`src/rtl/pps_discipline_ctrl.sv`:
```
// Disciplines a local one-second counter against an external PPS pulse and
// sequences FREERUN / ACQUIRE / LOCKED / HOLDOVER, reporting per-second phase error.
module pps_discipline_ctrl #(
   parameter int C_CLOCK_FREQUENCY  = 125000000,
   parameter int C_TOLERANCE        = 100,
   parameter int C_LOCK_COUNT       = 3,
   parameter int C_HOLDOVER_SECONDS = 60,
   localparam int W = $clog2(C_CLOCK_FREQUENCY)
) (
   input  logic              clk,
   input  logic              rst_n,
   input  logic              enable,
   input  logic              force_freerun,
   input  logic              pps_in,
   output logic              pps_out,
   output logic              pps_locked,
   output logic [1:0]        state,
   output logic signed [W:0] phase_err,
   output logic              phase_err_valid
);

   localparam int GW = $clog2(C_LOCK_COUNT + 1);
   localparam int HW = $clog2(C_HOLDOVER_SECONDS + 1);

   localparam logic [W-1:0]      CNT_MAX   = W'(C_CLOCK_FREQUENCY - 1);
   localparam logic [W-1:0]      CNT_HALF  = W'(C_CLOCK_FREQUENCY / 2);
   localparam logic [W:0]        F_EXT     = (W+1)'(C_CLOCK_FREQUENCY);
   localparam logic [W:0]        IVL_MIN   = (W+1)'(C_CLOCK_FREQUENCY - C_TOLERANCE);
   localparam logic [W:0]        IVL_MAX   = (W+1)'(C_CLOCK_FREQUENCY + C_TOLERANCE);
   localparam logic [W:0]        IVL_TO    = (W+1)'(C_CLOCK_FREQUENCY + C_TOLERANCE + 1);
   localparam logic [W:0]        IVL_SAT   = '1;
   localparam logic signed [W:0] TOL_P     = (W+1)'(C_TOLERANCE);
   localparam logic signed [W:0] TOL_N     = -TOL_P;
   localparam logic [GW-1:0]     LOCK_LAST = GW'(C_LOCK_COUNT - 1);
   localparam logic [HW-1:0]     HOLD_LAST = HW'(C_HOLDOVER_SECONDS - 1);

   typedef enum logic [1:0] {
      FREERUN  = 2'd0,
      ACQUIRE  = 2'd1,
      LOCKED   = 2'd2,
      HOLDOVER = 2'd3
   } state_t;

   state_t            state_q, state_d;
   logic [W-1:0]      cnt_q, cnt_d;
   logic [W:0]        ivl_q, ivl_d;
   logic [GW-1:0]     good_q, good_d;
   logic [HW-1:0]     hold_q, hold_d;
   logic              pps_out_q, pps_out_d;
   logic              locked_q, locked_d;
   logic signed [W:0] perr_q, perr_d;
   logic              perr_vld_q, perr_vld_d;

   logic              active;
   logic              take;
   logic              suppress;
   logic              ivl_good;
   logic              timeout;
   logic              hold_term;
   logic              abs_ok;
   logic [W:0]        cnt_ext;
   logic signed [W:0] err;

   always_comb begin
      active    = enable && !force_freerun;
      take      = active && pps_in;
      cnt_ext   = {1'b0, cnt_q};
      err       = (cnt_q < CNT_HALF) ? cnt_ext : (cnt_ext - F_EXT);
      abs_ok    = (err <= TOL_P) && (err >= TOL_N);
      ivl_good  = (ivl_q >= IVL_MIN) && (ivl_q <= IVL_MAX);
      timeout   = (ivl_q >= IVL_TO);
      hold_term = pps_out_q && (hold_q == HOLD_LAST);
      // A late pulse while locked/holding arrives after this second's pulse already fired.
      suppress  = ((state_q == LOCKED) || (state_q == HOLDOVER)) && !err[W] && (|err);
   end

   always_comb begin
      state_d    = state_q;
      good_d     = good_q;
      hold_d     = hold_q;
      cnt_d      = (cnt_q == CNT_MAX) ? '0 : cnt_q + W'(1);
      ivl_d      = (ivl_q == IVL_SAT) ? ivl_q : ivl_q + (W+1)'(1);
      perr_d     = perr_q;
      perr_vld_d = take;

      if (take) begin
         cnt_d  = W'(1);
         ivl_d  = (W+1)'(1);
         perr_d = err;
      end

      if (!active) begin
         state_d = FREERUN;
         good_d  = '0;
         hold_d  = '0;
      end else begin
         case (state_q)
            FREERUN: begin
               if (pps_in) begin
                  state_d = ACQUIRE;
                  good_d  = GW'(1);
               end
            end
            ACQUIRE: begin
               if (pps_in) begin
                  if (ivl_good) begin
                     good_d = good_q + GW'(1);
                     if (good_q >= LOCK_LAST) state_d = LOCKED;
                  end else begin
                     good_d = GW'(1);
                  end
               end else if (timeout) begin
                  state_d = FREERUN;
                  good_d  = '0;
               end
            end
            LOCKED: begin
               if (pps_in) begin
                  if (!(ivl_good && abs_ok)) begin
                     state_d = ACQUIRE;
                     good_d  = GW'(1);
                  end
               end else if (timeout) begin
                  state_d = HOLDOVER;
                  hold_d  = '0;
               end
            end
            HOLDOVER: begin
               if (pps_in) begin
                  hold_d = '0;
                  if (abs_ok) begin
                     state_d = LOCKED;
                  end else begin
                     state_d = ACQUIRE;
                     good_d  = GW'(1);
                  end
               end else if (hold_term) begin
                  state_d = FREERUN;
                  hold_d  = '0;
               end else if (pps_out_q) begin
                  hold_d = hold_q + HW'(1);
               end
            end
            default: state_d = FREERUN;
         endcase
      end

      // Never stretch a pulse that is already on the output into two cycles.
      pps_out_d = take ? (!suppress && !pps_out_q) : (cnt_q == '0);
      locked_d  = (state_d == LOCKED);
   end

   always_ff @(posedge clk or negedge rst_n) begin
      if (!rst_n) begin
         state_q    <= FREERUN;
         cnt_q      <= '0;
         ivl_q      <= '0;
         good_q     <= '0;
         hold_q     <= '0;
         pps_out_q  <= 1'b0;
         locked_q   <= 1'b0;
         perr_q     <= '0;
         perr_vld_q <= 1'b0;
      end else begin
         state_q    <= state_d;
         cnt_q      <= cnt_d;
         ivl_q      <= ivl_d;
         good_q     <= good_d;
         hold_q     <= hold_d;
         pps_out_q  <= pps_out_d;
         locked_q   <= locked_d;
         perr_q     <= perr_d;
         perr_vld_q <= perr_vld_d;
      end
   end

   assign pps_out         = pps_out_q;
   assign pps_locked      = locked_q;
   assign state           = state_q;
   assign phase_err       = perr_q;
   assign phase_err_valid = perr_vld_q;

endmodule

```
`config.mk`:
```
export PLATFORM = sky130hd
export DESIGN_NAME = pps_discipline_ctrl
export DESIGN_NICKNAME = d
export VERILOG_FILES = /design/src/rtl/pps_discipline_ctrl.sv
export SDC_FILE = /design/constraint.sdc
export NUM_CORES = 1
export LEC_CHECK = 0
export BUFFER_PORTS_ARGS = -buffer_cell sky130_fd_sc_hd__buf_4
export CELL_PAD_IN_SITES_DETAIL_PLACEMENT = 1
export CELL_PAD_IN_SITES_GLOBAL_PLACEMENT = 1
export CORE_ASPECT_RATIO = 1.4
export CORE_UTILIZATION = 50
export DETAILED_ROUTE_END_ITERATION = 10
export GPL_ROUTABILITY_DRIVEN = 0
export MAX_ROUTING_LAYER = met4
export PLACE_DENSITY_LB_ADDON = 0.1
export SYNTH_ARGS = -nofsm -noshare
export SYNTH_HDL_FRONTEND = slang
export SYNTH_SLANG_ARGS = --single-unit
```
`constraint.sdc`:
```
create_clock -name clk -period 6 [get_ports clk]
set_input_delay 1.2 -clock clk [delete_from_list [all_inputs] [get_ports clk]]
set_output_delay 1.2 -clock clk [all_outputs]
set_load 0.02 [all_outputs]
```
==> flow_metrics.py <==
metrics = {
    "outcome": {
        "status": "finished clean",
    },
    "critical_path": {
        "critical-path-max-stage-delay_ns": 0.69,
        "arrival_ns": 4.46,
        "critPathLaunchType": "flop",
        "required_ns": 6.24,
        "slowest_stage": "o21a_1",
        "cp_cell_sequence": "or4b_4 -> a2111oi_4 -> o21a_1 -> o21ai_0 -> a221oi_2 -> nand4_1 -> a2111oi_2 -> a31oi_1 -> or3b_1 -> a32o_1",
        "path_max_fanout": 21,
        "cp-end-kind": "flop",
        "path_class": "reg -> reg",
    },
    "global_routing": {
        "grt_pass1_wl_um": 30200,
        "grt_max_degree": 60,
        "overflow": 0,
        "antenna_found_initial": 0,
        "track_usage": 0.315,
        "grt_pass1_vias": 5855,
    },
    "clocking": {
        "clock-root-buffer": "clkbuf_16",
        "clock_sinks": 96,
        "cts_resized": 0,
        "hold_buffers": 0,
        "cts_max_level": 3,
        "cts_buffers": 9,
        "postCtsSetupRepairBufs": 0,
        "clockBufferDepth": 2,
        "tritoncts": "built",
        "path_clk_slew_ns": 0.07,
        "insertion_delay_ns": 0.35,
    },
    "timing": {
        "hold_violations": 0,
        "slew_violations": 0,
        "finalSetupViolCount": 0,
        "tightest_slew_ns": 0.945,
        "fin_crit_sh": 0.703,
        "relSlewSlack": 0.364,
        "setup_tns_ns": 0,
        "finalClockSkew_ns": 0.00829,
        "rsz0062_at_grt": "false",
        "period_minus_slack_ns": 4.22,
        "clock.fmax_mhz": 237,
    },
    "place": {
        "portBuffers": 37,
        "placed_cell_area_sq_mm": 0.00648,
        "dpl.hpwl_um": 13400,
        "place_inst": 899,
    },
    "yosys": {
        "synth_compound_area_frac": 0.179,
        "synthMuxAreaShare": 0.00323,
        "synth_top_family_by_area": "simple AND/OR/NAND/NOR gates",
        "syn_avg_cell_area_sq_um": 8.11,
        "synth_fp_nets": 780,
        "yosys.area.top_type": "dfrtp_1",
        "synth_xor_xnor_area_share": 0.0974,
        "synthArstFlopShare": 1.00,
        "synth_warnings": 0,
        "seq_area_frac_synth": 0.387,
        "synth_area_leaders": "dfrtp_1, nor2_1, nand2_1",
        "synth-edff-count": 0,
        "synth.distinct_cells": 66,
        "netlist_instances": 765,
        "synth_simple_gate_area_frac": 0.271,
        "ys_seq_elements": 96,
        "synth_area_sq_mm": 0.00620,
        "synth_top_area_frac": 0.387,
        "synth_fa_ha_area_frac": 0.0202,
        "ys.flop_type": "dfrtp_1",
    },
    "run": {
        "cap_viol_max_count": 0,
    },
    "cells_and_area": {
        "layout_common_cells": "nor2_1, nand2_1, dfrtp_1",
        "antenna_cells": 0,
        "regArea_sq_mm": 0.00240,
        "fin_cells": 915,
        "design_area_sq_mm": 0.00680,
        "multi_input_area_sq_mm": 0.00354,
        "num-fill-cells": 1453,
        "nNetsFinal": 778,
        "layout_commonest_cell": "nor2_1",
        "area_delta_synth_final_pct": 9.68,
        "layout-drive-gt1-share": 0.0872,
    },
    "die": {
        "core_sq_mm": 0.0119,
        "die_x_um": 96.1,
        "dieArea_sq_mm": 0.0129,
        "ioPinCount": 38,
        "die_y_um": 134,
        "start_util": 0.520,
        "fp-row-count": 47,
    },
    "routing": {
        "avgRoutedWirePerCell_um": 20.5,
        "drc": 0,
        "viasPerCell": 6.31,
        "drt_iter0_markers": 326,
        "drt-pass1-iter-count": 5,
        "drt-total-wl_um": 18700,
        "vias": 5776,
        "final_antenna_net_count": 0,
    },
    "worst_hold_path": {
        "hp-class": "reg -> reg",
    },
    "power_and_ir_drop": {
        "p_leak_nw": 2.84,
        "power.density_mw_per_mm2": 243,
        "vdd_ir_drop_max_v": 0.000155,
        "power.total_w": 0.00165,
    },
}
## metal layers
metal  vias up  share of wire  global-route usage
met2       162           0.51               0.521
met4         0          0.043               0.161
li1       2680              -                   -
met1      2871           0.41               0.365
met3        63          0.038              0.0448
met5         -              0                   -
## cell type report
class,count,share of cell area
multi-input combinational,603,0.521
sequential,96,0.353
timing repair buffer,41,0.0452
clock buffer,12,0.0362
tap,147,0.0270
clock inverter,4,0.0112
inverter,12,0.00662
## cells by family after synthesis
kind of cell               after synthesis
muxes                                    2
buffers and inverters                   66
xor gates and xnor gates                69
and+or+nand+nor                        348
adders and majority gates               10
DFF                                     96
AOI/OAI and AO/OA                      174
## flip-flops by register name (all words and copies together), names as in the netlist
| name | flops |
|---|---|
| phase_err | 28 |
| pps_locked | 1 |
| state | 2 |
| pps_out | 1 |
| phase_err_valid | 1 |
| cnt_q | 27 |
| ivl_q | 28 |
| hold_q | 6 |
| good_q | 2 |
## critical path: cells and delay by family, from the launching register on
| kind | cells | cell delay, ns |
|---|---|---|
| simple gates | 3 | 1.20 |
| compound gates | 7 | 2.32 |
| flops | 1 | 0.57 |
## power by group
group / leakage, nW / total, W / internal, W / switching [W]
Combinational: 1.38 / 0.000245 / 0.0000987 / 0.000146
Sequential: 1.31 / 0.000772 / 0.000701 / 0.0000709
Clock: 0.153 / 0.000638 / 0.000379 / 0.000259
## per-stage QoR
stage | utilization | hold slack [ns] | setup slack [ns]
final | 0.570 | 0.481 | 1.78
after global routing | 0.570 | 0.509 | 1.55
after CTS | 0.570 | 0.487 | 1.80
after detailed placement | 0.543 | 0.471 | 1.83
after global placement | 0.543 | 0.465 | 1.95
after floorplan | - | 0.447 | 2.72
## synth_stat cells (10+ instances only)
library cell,count
ha_1,10
and3_1,19
clkbuf_1,41
o21ai_0,64
nand2_1,98
inv_1,11
a31oi_1,11
nor2_1,99
nand3_1,37
xnor2_1,32
a21oi_1,38
or3_1,10
dfrtp_1,96
nand4_1,15
xor2_1,37
nor3_1,17
## final timing paths
path,start,endpoint,slack (ns),cells after the start
hold / removal,phase_err[1],phase_err[1],0.48,2
hold reg to reg,phase_err[1],phase_err[1],0.48,2
max in group asynchronous,rst_n,cnt_q[25],4.04,2
setup / recovery,cnt_q[17],good_q[0],1.78,10
setup reg to reg,cnt_q[17],good_q[0],1.78,10
min in group asynchronous,rst_n,phase_err[5],0.81,1
No activity file was read; power rests on OpenSTA's default activity.
